## src/rtl/gpu_pkg.sv

```systemverilog
// Shared constants for the GPU core: scheduler and fetcher state codes and the
// program-memory widths used by the fetch stage.
package gpu_pkg;

  localparam int ADDR_BITS  = 8;
  localparam int DATA_BITS  = 16;
  localparam int COUNT_BITS = 16;

  localparam logic [2:0] IDLE    = 3'b000;
  localparam logic [2:0] FETCH   = 3'b001;
  localparam logic [2:0] DECODE  = 3'b010;
  localparam logic [2:0] REQUEST = 3'b011;
  localparam logic [2:0] WAIT    = 3'b100;
  localparam logic [2:0] EXECUTE = 3'b101;
  localparam logic [2:0] UPDATE  = 3'b110;
  localparam logic [2:0] DONE    = 3'b111;

  typedef enum logic [2:0] {
    FETCH_IDLE     = 3'b000,
    FETCH_FETCHING = 3'b001,
    FETCH_FETCHED  = 3'b010
  } fetcher_state_e;

endpackage

```

## src/rtl/icache_array.sv

```systemverilog
// Direct-mapped instruction storage, one instruction per line: combinational
// lookup, synchronous fill, synchronous flush of the valid bits.
module icache_array #(
  parameter int CACHE_LINES = 8,
  parameter int ADDR_BITS   = 8,
  parameter int DATA_BITS   = 16
) (
  input  logic                 clk,
  input  logic                 reset,
  input  logic                 i_flush,
  input  logic [ADDR_BITS-1:0] i_rd_addr,
  output logic                 hit,
  output logic [DATA_BITS-1:0] rd_data,
  input  logic                 i_wr_en,
  input  logic [ADDR_BITS-1:0] i_wr_addr,
  input  logic [DATA_BITS-1:0] i_wr_data
);

  localparam int INDEX_BITS = $clog2(CACHE_LINES);
  localparam int TAG_BITS   = ADDR_BITS - INDEX_BITS;

  if (CACHE_LINES < 2 || CACHE_LINES > 64 || (CACHE_LINES & (CACHE_LINES - 1)) != 0) begin : g_bad_lines
    $error("icache_array: CACHE_LINES must be a power of 2 in 2..64");
  end

  logic [CACHE_LINES-1:0] r_valid;
  logic [TAG_BITS-1:0]    r_tag  [CACHE_LINES];
  logic [DATA_BITS-1:0]   r_data [CACHE_LINES];

  logic [INDEX_BITS-1:0] w_rd_index;
  logic [TAG_BITS-1:0]   w_rd_tag;
  logic [INDEX_BITS-1:0] w_wr_index;
  logic [TAG_BITS-1:0]   w_wr_tag;

  assign w_rd_index = i_rd_addr[INDEX_BITS-1:0];
  assign w_rd_tag   = i_rd_addr[ADDR_BITS-1:INDEX_BITS];
  assign w_wr_index = i_wr_addr[INDEX_BITS-1:0];
  assign w_wr_tag   = i_wr_addr[ADDR_BITS-1:INDEX_BITS];

  assign hit     = r_valid[w_rd_index] && (r_tag[w_rd_index] == w_rd_tag);
  assign rd_data = r_data[w_rd_index];

  // A flush on the fill edge wins: the line is written but left invalid.
  always_ff @(posedge clk) begin
    if (reset || i_flush) begin
      r_valid <= '0;
    end else if (i_wr_en) begin
      r_valid[w_wr_index] <= 1'b1;
    end
  end

  always_ff @(posedge clk) begin
    if (i_wr_en) begin
      r_tag[w_wr_index]  <= w_wr_tag;
      r_data[w_wr_index] <= i_wr_data;
    end
  end

endmodule

```

## src/rtl/icache_fetcher.sv

```systemverilog
// Instruction fetch stage: one-cycle hits from a small direct-mapped cache,
// misses issue a single program-memory read and fill the line.
module icache_fetcher
  import gpu_pkg::*;
#(
  parameter int PROGRAM_MEM_ADDR_BITS = ADDR_BITS,
  parameter int PROGRAM_MEM_DATA_BITS = DATA_BITS,
  parameter int CACHE_LINES           = 8
) (
  input  logic                             clk,
  input  logic                             reset,
  input  logic [2:0]                       core_state,
  input  logic [PROGRAM_MEM_ADDR_BITS-1:0] current_pc,
  input  logic                             flush,
  output logic                             mem_read_valid,
  output logic [PROGRAM_MEM_ADDR_BITS-1:0] mem_read_address,
  input  logic                             mem_read_ready,
  input  logic [PROGRAM_MEM_DATA_BITS-1:0] mem_read_data,
  output logic [2:0]                       fetcher_state,
  output logic [PROGRAM_MEM_DATA_BITS-1:0] instruction,
  output logic [COUNT_BITS-1:0]            hit_count,
  output logic [COUNT_BITS-1:0]            miss_count
);

  function automatic logic [COUNT_BITS-1:0] sat_inc(input logic [COUNT_BITS-1:0] v);
    return (v == {COUNT_BITS{1'b1}}) ? v : v + 1'b1;
  endfunction

  fetcher_state_e r_state;
  fetcher_state_e w_next_state;

  logic                             r_mem_valid;
  logic [PROGRAM_MEM_ADDR_BITS-1:0] r_mem_addr;
  logic [PROGRAM_MEM_DATA_BITS-1:0] r_instruction;
  logic [COUNT_BITS-1:0]            r_hit_count;
  logic [COUNT_BITS-1:0]            r_miss_count;

  logic                             w_hit;
  logic [PROGRAM_MEM_DATA_BITS-1:0] w_rd_data;
  logic                             w_hit_evt;
  logic                             w_miss_evt;
  logic                             w_fill;

  icache_array #(
    .CACHE_LINES (CACHE_LINES),
    .ADDR_BITS   (PROGRAM_MEM_ADDR_BITS),
    .DATA_BITS   (PROGRAM_MEM_DATA_BITS)
  ) u_array (
    .clk       (clk),
    .reset     (reset),
    .i_flush   (flush),
    .i_rd_addr (current_pc),
    .hit       (w_hit),
    .rd_data   (w_rd_data),
    .i_wr_en   (w_fill),
    .i_wr_addr (r_mem_addr),
    .i_wr_data (mem_read_data)
  );

  always_comb begin
    w_next_state = r_state;
    w_hit_evt    = 1'b0;
    w_miss_evt   = 1'b0;
    w_fill       = 1'b0;
    case (r_state)
      FETCH_IDLE: begin
        if (core_state == FETCH) begin
          if (w_hit) begin
            w_hit_evt    = 1'b1;
            w_next_state = FETCH_FETCHED;
          end else begin
            w_miss_evt   = 1'b1;
            w_next_state = FETCH_FETCHING;
          end
        end
      end
      FETCH_FETCHING: begin
        if (mem_read_ready) begin
          w_fill       = 1'b1;
          w_next_state = FETCH_FETCHED;
        end
      end
      FETCH_FETCHED: begin
        if (core_state == DECODE) begin
          w_next_state = FETCH_IDLE;
        end
      end
      default: w_next_state = FETCH_IDLE;
    endcase
  end

  always_ff @(posedge clk) begin
    if (reset) begin
      r_state       <= FETCH_IDLE;
      r_mem_valid   <= 1'b0;
      r_mem_addr    <= '0;
      r_instruction <= '0;
      r_hit_count   <= '0;
      r_miss_count  <= '0;
    end else begin
      r_state <= w_next_state;
      if (w_hit_evt) begin
        r_instruction <= w_rd_data;
        r_hit_count   <= sat_inc(r_hit_count);
      end
      if (w_miss_evt) begin
        r_mem_valid  <= 1'b1;
        r_mem_addr   <= current_pc;
        r_miss_count <= sat_inc(r_miss_count);
      end
      // The request address stays put after the fill; it is the fill's write address.
      if (w_fill) begin
        r_instruction <= mem_read_data;
        r_mem_valid   <= 1'b0;
      end
    end
  end

  assign fetcher_state    = r_state;
  assign mem_read_valid   = r_mem_valid;
  assign mem_read_address = r_mem_addr;
  assign instruction      = r_instruction;
  assign hit_count        = r_hit_count;
  assign miss_count       = r_miss_count;

endmodule
```

## config.mk

```make
export PLATFORM = sky130hd
export DESIGN_NAME = icache_fetcher
export DESIGN_NICKNAME = d
export VERILOG_FILES = /design/src/rtl/gpu_pkg.sv /design/src/rtl/icache_array.sv /design/src/rtl/icache_fetcher.sv
export SDC_FILE = /design/constraint.sdc
export NUM_CORES = 1
export LEC_CHECK = 0
export CAP_MARGIN = 20
export CELL_PAD_IN_SITES_DETAIL_PLACEMENT = 0
export CELL_PAD_IN_SITES_GLOBAL_PLACEMENT = 1
export CORE_AREA = 2 2 194 101
export CTS_CLUSTER_SIZE = 16
export DETAILED_ROUTE_END_ITERATION = 8
export DIE_AREA = 0 0 196 103
export HOLD_SLACK_MARGIN = 0.08
export PLACE_DENSITY_LB_ADDON = 0.1
export SYNTH_ARGS = -nofsm -noshare
export SYNTH_HDL_FRONTEND = slang
export SYNTH_SLANG_ARGS = --single-unit
```

## constraint.sdc

```tcl
create_clock -name clk -period 8.4 [get_ports clk]
set_input_delay 2.52 -clock clk [delete_from_list [all_inputs] [get_ports clk]]
set_output_delay 2.52 -clock clk [all_outputs]
set_load 0.02 [all_outputs]
```

==> results of run 1 <==
critical path: cells and delay by family:
kind | cells | cell delay (ns)
AOI/OAI and AO/OA | 1 | 0.94
and+or+nand+nor | 2 | 0.43
buffers and inverters | 1 | 1.09
muxes | 3 | 1.01
xor gates and xnor gates | 1 | 0.18
placed cells by master (no fill, tap or decap), drive strengths merged, types with 5 or more instances in the layout:
cell type	count
nand2	29
and3	5
mux2	21
or3	9
nor3	10
dfxtp	67
clkinv	9
nand4	7
or4	8
o21a	9
and4	6
o31ai	7
a21oi	20
o21ai	26
edfxtp	168
clkbuf	28
nand3	14
mux2i	46
nor2b	8
nor2	29
clkdlybuf4s50	86
inv	7
buf	14
mux4	39
xor2	7
final timing paths:
path | to | slack [ns] | depth (start not counted)
worst max-delay path | miss_count[12]$_SDFFE_PP0P_ | 2.61 | 8
worst min-delay path | u_array.r_valid[3]$_SDFFE_PP0P_ | 0.47 | 1
worst max register to register | miss_count[12]$_SDFFE_PP0P_ | 5.32 | 7
worst min register to register | u_array.r_valid[3]$_SDFFE_PP0P_ | 0.47 | 1
kinds of logic (layout without fill, tap and decap cells):
group                    after synthesis  after routing  synth area share
other                                  1              1          0.000397
multiplexers                         106            106             0.167
buffers and inverters                 36            146            0.0184
AND/OR/NAND/NOR                      140            140            0.0796
flip-flops                           235            235             0.676
XOR/XNOR                               8              8           0.00742
adder cells (fa/ha/maj)                2              2           0.00265
AO/OA/AOI/OAI                         74             74            0.0482
cell type report:
| type | count | area, um^2 | area share |
|---|---|---|---|
| Sequential cell | 235 | 6390 | 0.565 |
| Inverter | 7 | 26.3 | 0.00232 |
| Clock inverter | 11 | 85.1 | 0.00753 |
| Clock buffer | 28 | 594 | 0.0526 |
| Timing Repair Buffer | 100 | 958 | 0.0848 |
| Tap cell | 247 | 309 | 0.0273 |
| Multi-Input combinational cell | 331 | 2940 | 0.260 |
power by group through the flow:
stage,clock network [mW],registers (mW),logic [mW]
finish,0.944,1.25,0.108
floorplan,0,1.28,0.0594
CTS,0.966,1.25,0.109
global placement,0,1.27,0.106
global route,1.01,1.25,0.117
detailed placement,0,1.28,0.109
layer usage:
layer	GRT usage	vias up	part of all wire
li1	-	2540	-
met5	0	-	0
met3	0.0343	32	0.047
met2	0.313	143	0.44
met1	0.308	2800	0.50
met4	0.0484	0	0.015
stage by stage:
stage	util	cells	hold slack, ns
5_1_grt	0.603	959	0.482
2_1_floorplan	-	602	0.435
6_report	0.603	959	0.466
4_1_cts	0.603	958	0.468
3_5_place_dp	0.567	919	0.452
3_3_place_gp	0.567	919	0.443
state kept, by name, indices dropped and copies added (netlist names):
signal	count
miss_count	16
hit_count	16
instruction	16
mem_read_address	8
u_array.r_data	128
mem_read_valid	1
u_array.r_tag	40
u_array.r_valid	8
fetcher_state	2
==> impl_metrics.csv, run 1 <==
group,metric,value,unit
routing,vias_per_cell,5.75,
yosys,ys_seq_area_frac,0.676,
sta,period_share,0.689,
yosys,synth_nets,635,
cts,cts-resized-gates,0,
yosys,yosysTopAreaCell,"edfxtp_1",
power,intPower,1.83,mW
final_layout,n_fill_cell,1419,
power,power_density,204,mW/mm^2
power,leakage,3.65,nW
floorplan,die_area,0.0202,mm^2
sta,finalSetupViolCount,0,
critical_path,r2r_start,"u_array.r_tag[2][4]$_DFFE_PP_",
yosys,ys.flop_type,"edfxtp_1",
sta,layout_setup_ws,2.61,ns
yosys,postSynthCellCount,602,
power,seqPwrFrac,0.543,
yosys,synth-seq-cells,235,
sta,finalSetupTns,0,ns
yosys,yosysMostFrequentCell,"edfxtp_1",
sta,hold_violations,0,
power,max-vdd-ir-drop,0.000154,V
yosys,synth_area_leaders,"edfxtp_1 53%, dfxtp_1 14%, mux4_2 9.3%",
final_layout,layout.nets,730,
placed_design,routabilityCongestion,0.752,
grt,grt_max_degree,54,
routing,vias,5515,
cts,hold_buffers,0,
routing,wire_per_inst,21.2,um
sta,slew_headroom,0.257,
routing,antenna_left,0,
critical_path,max_stage_delay,1.09,ns
critical_path,start_kind,"input port",
hold_path,hold_path.class,"reg2reg",
cts,insertion_delay,0.51,ns
sta,fmax,0.173,GHz
critical_path,cp.required,8.79,ns
power,clockPowerShare,0.410,
final_layout,diodes,0,
routing,firstDrtPassIters,6,
power,finalPower,2.30,mW
run,cap_violations,0,
floorplan,initial_core_util,0.504,
sta,period_minus_slack,5.79,ns
hold_path,hold_start,"u_array.r_valid[3]$_SDFFE_PP0P_",
yosys,synth_area,0.00944,mm^2
placed_design,dp_slack,2.14,ns
grt,grt-ovfl-total,0,
cts,cts_tree,"done",
yosys,syn_avg_cell_area,15.7,um^2
yosys,synth_edf_count,168,
cts,cts_buffer_depth,3,
routing,drc_errors,0,
floorplan,num_rows,36,
yosys,synth_warnings,0,
cts,cts_sinks,235,
sta,skew,0.0169,ns
critical_path,critPathLaunch,"current_pc[2]",
yosys,async_reset_ff_frac,0,
routing,routed_wl,20300,um
power,combPwrFrac,0.047,
final_layout,fin_area,0.0113,mm^2
critical_path,crit_path_max_fanout,20,
critical_path,crit_arrival,6.18,ns
cts,clk_pin_slew,0.07,ns
placed_design,io_buffers,89,
final_layout,area_delta_synth_final,19.7,%
critical_path,crit_type,"in2reg",
sta,grt_setup_unrepaired,"no",
floorplan,ioPinCount,91,
critical_path,crit_chain,"clkdlybuf4s50_1 -> mux2i_1 -> mux4_2 -> xor2_1 -> nand4_2 -> o21bai_2 -> nor4_1 -> mux2_2",
final_layout,drive_above_1_share,0.169,
yosys,synth_common_cells,"168 x edfxtp_1, 67 x dfxtp_1, 46 x mux2i_1",
power,switching_share,0.206,
status,status,"completed",
floorplan,core,0.0187,mm^2
cts,clock-root-buffer,"clkbuf_16",
placed_design,hpwl,12500,um
critical_path,crit_slowest_cell,"clkdlybuf4s50_1",
floorplan,die_h,103,um
floorplan,fp.dieW,196,um
placed_design,placed_cell_area,0.0106,mm^2
sta,tightest_slew,1.11,ns
grt,grt_util_all_layers,0.204,
cts,cts_setup_buffers,0,
grt,antenna_found_initial,0,
cts,h-tree-depth,1,
yosys,synth_top_area_share,0.534,
cts,numCtsBuffers,22,
critical_path,end_kind,"flop",
routing,drt-initial-drc-count,400,
grt,grt_pass1_wl,31000,um
power,power_switching,0.475,mW
yosys,synth_cell_types,51,
grt,grt_pass1_vias,5304,
sta,slew_viol_final,0,
Power figures use the tool's default switching activity.
==> inputs of run 2 (changes only) <==
--- a/config.mk
+++ b/config.mk
@@ -8,10 +8,10 @@
 export CAP_MARGIN = 20
 export CELL_PAD_IN_SITES_DETAIL_PLACEMENT = 0
 export CELL_PAD_IN_SITES_GLOBAL_PLACEMENT = 1
-export CORE_AREA = 2 2 194 101
+export CORE_AREA = 2 2 202 105
 export CTS_CLUSTER_SIZE = 16
 export DETAILED_ROUTE_END_ITERATION = 8
-export DIE_AREA = 0 0 196 103
+export DIE_AREA = 0 0 204 107
 export HOLD_SLACK_MARGIN = 0.08
 export PLACE_DENSITY_LB_ADDON = 0.1
 export SYNTH_ARGS = -nofsm -noshare
==> constraint.sdc (replaced) <==
create_clock -name clk -period 5.9 [get_ports clk]
set_input_delay 1.77 -clock clk [delete_from_list [all_inputs] [get_ports clk]]
set_output_delay 1.77 -clock clk [all_outputs]
set_load 0.02 [all_outputs]
==> run 2 against run 1 <==
- total power is 53% higher
- combinational power up 44%
- die area increased by 8.1%
- critical path depth unchanged
- count of clock-buffer cells in the layout fell by 2
- global-route usage shrank 0.80 points
- via count is 1.9% higher
- critical endpoint is now hit_count[5]$_SDFFE_PP0P_
==> impl_metrics.csv, run 2 (synthesis gave the netlist of run 1 again) <==
group,metric,value,unit
status,status,"completed",
critical_path,crit_chain,"clkdlybuf4s50_1 -> mux2i_1 -> mux4_2 -> xor2_1 -> nand4_2 -> nor4_2 -> and4_1 -> mux2_2",
power,power_density,306,mW/mm^2
routing,antenna_left,0,
cts,cts_sinks,235,
sta,whs,0.468,ns
grt,grtUsageMet2,0.289,
sta,grt_setup_unrepaired,"no",
grt,use_met1,0.309,
placed_design,hpwl,13300,um
sta,slew_headroom,0.340,
power,max-vdd-ir-drop,0.000166,V
critical_path,cp-endpoint,"hit_count[5]$_SDFFE_PP0P_",
grt,grt-ovfl-total,0,
routing,routed_wl,21000,um
critical_path,crit_arrival,5.15,ns
placed_design,dp_slack,0.658,ns
hold_path,hold_path.class,"reg2reg",
critical_path,critPathLaunch,"current_pc[2]",
grt,grt_util_met3,0.0343,
critical_path,cp_top_family,"simple AND/OR/NAND/NOR gates",
critical_path,start_kind,"input port",
final_layout,largest_reg_flops,128,
sta,finalSetupViolCount,0,
sta,tightest_slew,0.989,ns
grt,antenna_found_initial,1,
floorplan,die_area,0.0218,mm^2
sta,skew,0.0151,ns
run,cap_violations,0,
final_layout,drive_above_1_share,0.181,
critical_path,end_kind,"flop",
routing,drt-initial-drc-count,471,
cts,cts_tree,"done",
critical_path,r2r_start,"u_array.r_tag[7][2]$_DFFE_PP_",
placed_design,io_buffers,89,
cts,cts_setup_buffers,0,
cts,insertion_delay,0.49,ns
sta,layout_setup_ws,1.13,ns
final_layout,layout.nets,734,
final_layout,layout_commonest_cell,"edfxtp_1",
routing,wire_per_inst,21.2,um
grt,grt_pass1_wl,32200,um
final_layout,largestRegisters,"u_array.r_data (128), u_array.r_tag (40)",
critical_path,crit_slowest_cell,"clkdlybuf4s50_1",
critical_path,path_depth,8,
floorplan,initial_core_util,0.470,
floorplan,num_rows,37,
routing,firstDrtPassIters,5,
critical_path,cp.required,6.29,ns
routing,drc_errors,0,
grt,grt_pass1_vias,5493,
sta,fmax,0.210,GHz
final_layout,diodes,0,
cts,cts_buffer_depth,3,
sta,slew_viol_final,0,
final_layout,area_delta_synth_final,21.8,%
grt,grt-busiest-layer,"met1",
critical_path,r2r_slack,3.08,ns
final_layout,top_register,"u_array.r_data",
sta,period_share,0.808,
placed_design,routabilityCongestion,0.768,
routing,vias,5622,
floorplan,fp.dieW,204,um
cts,h-tree-depth,1,
routing,vias_per_cell,5.68,
grt,grt_max_degree,53,
cts,hold_buffers,0,
floorplan,die_h,107,um
critical_path,max_stage_delay,0.92,ns
cts,clock-root-buffer,"clkbuf_16",
critical_path,crit_path_max_fanout,12,
sta,finalSetupTns,0,ns
critical_path,rr_endpoint,"hit_count[5]$_SDFFE_PP0P_",
floorplan,core,0.0201,mm^2
sta,hold_violations,0,
cts,numCtsBuffers,22,
critical_path,crit_buf_inv,1,
final_layout,fin_util,0.572,
critical_path,r2r_cells,7,
critical_path,crit_type,"in2reg",
final_layout,layout_common_cells,"168 x edfxtp_1, 86 x clkdlybuf4s50_1, 67 x dfxtp_1",
grt,grt_util_all_layers,0.196,
sta,period_minus_slack,4.77,ns
floorplan,ioPinCount,91,
power,leakage,3.73,nW
cts,clk_pin_slew,0.06,ns
cts,cts-resized-gates,0,
==> run 2: cell types whose count changed in the layout (fill, tap and decap cells not counted), sizes merged <==
| cell | previous run | this run |
|---|---|---|
| buf | 14 | 18 |
| bufinv | 1 | 6 |
| clkbuf | 28 | 26 |
| clkinv | 9 | 5 |
| clkinvlp | 1 | 3 |
==> run 2: cell type report <==
type	instances	area, um^2
sequential	235	6390
tap	273	342
multi-input combinational	331	2940
inverter	7	26.3
timing repair buffer	104	988
clock inverter	14	219
fill	1592	8590
clock buffer	26	597
==> run 2: power by group <==
part	internal, mW	leakage [nW]	switching (mW)	total (mW)
Sequential	1.77	2.01	0.00853	1.78
Clock	0.985	0.391	0.594	1.58
Combinational	0.0723	1.33	0.0841	0.156
Total	2.83	3.73	0.686	3.51
==> run 2: worst reg2reg max path: cells and delay by family (launching register included) <==
family,cells,cell delay [ns]
AND/OR/NAND/NOR,3,1.28
multiplexers,3,0.92
flip-flops,1,0.33
XOR/XNOR,1,0.20
==> run 2: per-layer routing <==
metal,vias up,share of wire
li1,2564,-
met4,0,0.0097
met1,2877,0.50
met5,-,0
met2,163,0.44
met3,18,0.056
==> run 2: how the worst min path moves through the flow <==
stage	slack [ns]	cells past startpoint	end	startpoint
3_5_place_dp	0.45	1	u_array.r_valid[7]$_SDFFE_PP0P_	u_array.r_valid[7]$_SDFFE_PP0P_
3_3_place_gp	0.44	1	u_array.r_valid[7]$_SDFFE_PP0P_	u_array.r_valid[7]$_SDFFE_PP0P_
6_report	0.47	1	u_array.r_valid[7]$_SDFFE_PP0P_	u_array.r_valid[7]$_SDFFE_PP0P_
2_1_floorplan	0.44	1	u_array.r_valid[2]$_SDFFE_PP0P_	u_array.r_valid[2]$_SDFFE_PP0P_
5_1_grt	0.48	1	u_array.r_valid[2]$_SDFFE_PP0P_	u_array.r_valid[2]$_SDFFE_PP0P_
4_1_cts	0.47	1	u_array.r_valid[7]$_SDFFE_PP0P_	u_array.r_valid[7]$_SDFFE_PP0P_
==> run 2: metrics by stage <==
step	std cells	power (mW)	cell area [um^2]
floorplan	602	1.90	9440
global placement	950	1.97	10700
detailed placement	950	1.97	10700
CTS	990	3.54	11500
global route	990	3.62	11500
finish	990	3.51	11500
==> RTL edit, RTL diff (settings of run 2) <==
Register the output `hit_count` once more, cleared by the reset; this adds one clock of latency there. The other outputs are not delayed to match.
--- a/src/rtl/icache_fetcher.sv
+++ b/src/rtl/icache_fetcher.sv
@@ -120,7 +120,13 @@
   assign mem_read_valid   = r_mem_valid;
   assign mem_read_address = r_mem_addr;
   assign instruction      = r_instruction;
-  assign hit_count        = r_hit_count;
+  always_ff @(posedge clk) begin
+    if (reset) begin
+      hit_count <= '0;
+    end else begin
+      hit_count <= r_hit_count;
+    end
+  end
   assign miss_count       = r_miss_count;
 
 endmodule
Behaviour: same outputs for any inputs over 4 cycles, from zero or initial values and one cycle with reset high; that may be too few to reach the edited logic, so the function may still have changed.
==> RTL edit against run 2 <==
Synthesized area grew 4.3%; sequential cell count grew 16; count of clock-buffer cells in the layout grew 2; worst setup slack gained 530 ps; cell area grew 2.6%; total power grew 1.6%; register-to-register slack gained 80 ps; wire length shrank 2.2%; non-clock buffer count shrank 4; worst hold slack lost 13 ps; critical path type unchanged; highest routed layer unchanged.
==> RTL edit: results (changes against run 2) <==
## Placement
• **area of placed instances** 11000 sq um, was 10700 sq um
• **Place WS** 1160 ps, was 658 ps
• **number of placed cells counting well taps** 968, was 950
• **hpwl dp** 12800 microns, was 13300 microns

## Critical path
• **delay contributed by the slowest stage of the critical path** 590 ps, was 920 ps
• **maximum fanout encountered on the critical timing path** 32, was 12
• **Reg2Reg Launch Point** u_array.r_valid[3], was u_array.r_tag[7][2]
• **minimum setup slack among reg-to-reg paths** 3160 ps, was 3080 ps
• **Largest delay share family, worst path** buffers and inverters, was simple AND/OR/NAND/NOR gates
• **Critical R2R Capture** miss_count[5], was hit_count[5]

## Power
• **Static Leakage** 3.88 nW, was 3.73 nW
• **power density cells** 303 nW/um^2, was 306 nW/um^2
• **total power draw** 3.57 mW, was 3.51 mW
• **share of power burned in combinational logic** 4.2%, was 4.4%
• **switching power share of the total** 19.6%, was 19.5%

## Synthesis
• **leading post-synthesis cells by instance count** 168 x sky130_fd_sc_hd__edfxtp_1, 83 x sky130_fd_sc_hd__dfxtp_1, 43 x sky130_fd_sc_hd__nor2_1, was 168 x sky130_fd_sc_hd__edfxtp_1, 67 x sky130_fd_sc_hd__dfxtp_1, 46 x sky130_fd_sc_hd__mux2i_1
• **number of nets produced by synthesis** 662, was 635
• **sequential element share of the synthesized area** 68.1%, was 67.6%
• **count of unique library cells instantiated by Yosys** 42, was 51
• **Synth area leaders** sky130_fd_sc_hd__edfxtp_1 51%, sky130_fd_sc_hd__dfxtp_1 17%, sky130_fd_sc_hd__mux4_2 9.1%, was sky130_fd_sc_hd__edfxtp_1 53%, sky130_fd_sc_hd__dfxtp_1 14%, sky130_fd_sc_hd__mux4_2 9.3%

## Global routing
• **global routing met2 resource utilization** 28.2%, was 28.9%
• **pin count of the biggest net entering global routing** 63, was 53
• **met1 usage in global routing** 30.4%, was 30.9%
• **first-pass GRT wire length** 32000 microns, was 32200 microns
• **fraction of met3 tracks used by global routing** 2.95%, was 3.43%
• **number of global-route vias before repair** 5477, was 5493

## Worst hold path
• **worst hold path depth** 2, was 1
• **startpoint of the tightest hold check path** mem_read_valid, was u_array.r_valid[7]
• **endpoint with the worst hold slack** mem_read_valid, was u_array.r_valid[7]

## Detailed routing
• **number of search-and-repair iterations in the first detailed-routing pass** 4, was 5
• **initial drt markers** 451, was 471
• **routed wirelength normalized by instance count** 20.4 microns, was 21.2 microns
• **DR vias** 5602, was 5622
• **routed wire length on met2** 8940 microns, was 9190 microns
• **met1 WL** 10500 microns, about the same
• **WL met3** 751 microns, was 1180 microns

## Layout
• **number of nets at the end of the flow** 752, was 734
• **proportion of layout cells with a drive suffix above 1** 18.4%, was 18.1%
• **number of filler cells placed in the layout** 1553, was 1592

## Run status
• **status** completed, unchanged

## Timing
• **post-route clock skew** 20.1 ps, was 15.1 ps

## Clocking
• **clock latency of the later-clocked register in the worst-skew pair** 510 ps, was 490 ps

==> RTL edit: cell count changes after synthesis, sizes merged, moves of 3 or more <==
cell / change
dfxtp: +16
nor2: +14
mux2: +11
nor2b: +11
mux2i: -6
nor3: -6
o21ai: -6
a21oi: -5
and4: -5
clkbuf: +5
and3: +4
nand4: +3
or3: -3
==> RTL edit: worst reg2reg max path: cells and delay by family, from the launching register on <==
family | cells | cell delay, ps
compound gates | 1 | 160
flops | 1 | 320
buf+inv | 1 | 320
mux | 3 | 1110
simple gates | 2 | 730
==> RTL edit: cell type report <==
type,count,share of cell area (%)
Clock buffer,28,5.29
Clock inverter,12,1.31
Inverter,6,0.191
Multi-Input combinational cell,338,25.4
Sequential cell,251,56.8
Tap cell,273,2.89
Timing Repair Buffer,100,8.14
==> RTL edit: worst max-delay path by stage <==
stage,slack [ps],from,cells after the start,endpoint
3_3_place_gp,1260,current_pc[2],8,miss_count[5]
6_report,1660,current_pc[2],8,miss_count[5]
2_1_floorplan,1360,mem_read_ready,2,u_array.r_data[0][0]
4_1_cts,1680,current_pc[2],8,miss_count[5]
5_1_grt,1530,current_pc[1],8,miss_count[5]
3_5_place_dp,1160,current_pc[2],8,miss_count[5]
==> RTL edit: kinds of logic (layout without fill, tap and decap cells) <==
| group | Yosys count | after routing | synth area share, % |
|---|---|---|---|
| xor+xnor | 6 | 6 | 0.534 |
| buf+inv | 40 | 146 | 2.08 |
| compound gates | 58 | 58 | 3.66 |
| simple gates | 158 | 158 | 8.19 |
| other cells | 1 | 1 | 0.0381 |
| flops | 251 | 251 | 68.1 |
| mux | 113 | 113 | 17.1 |
| fa+ha+maj | 2 | 2 | 0.254 |
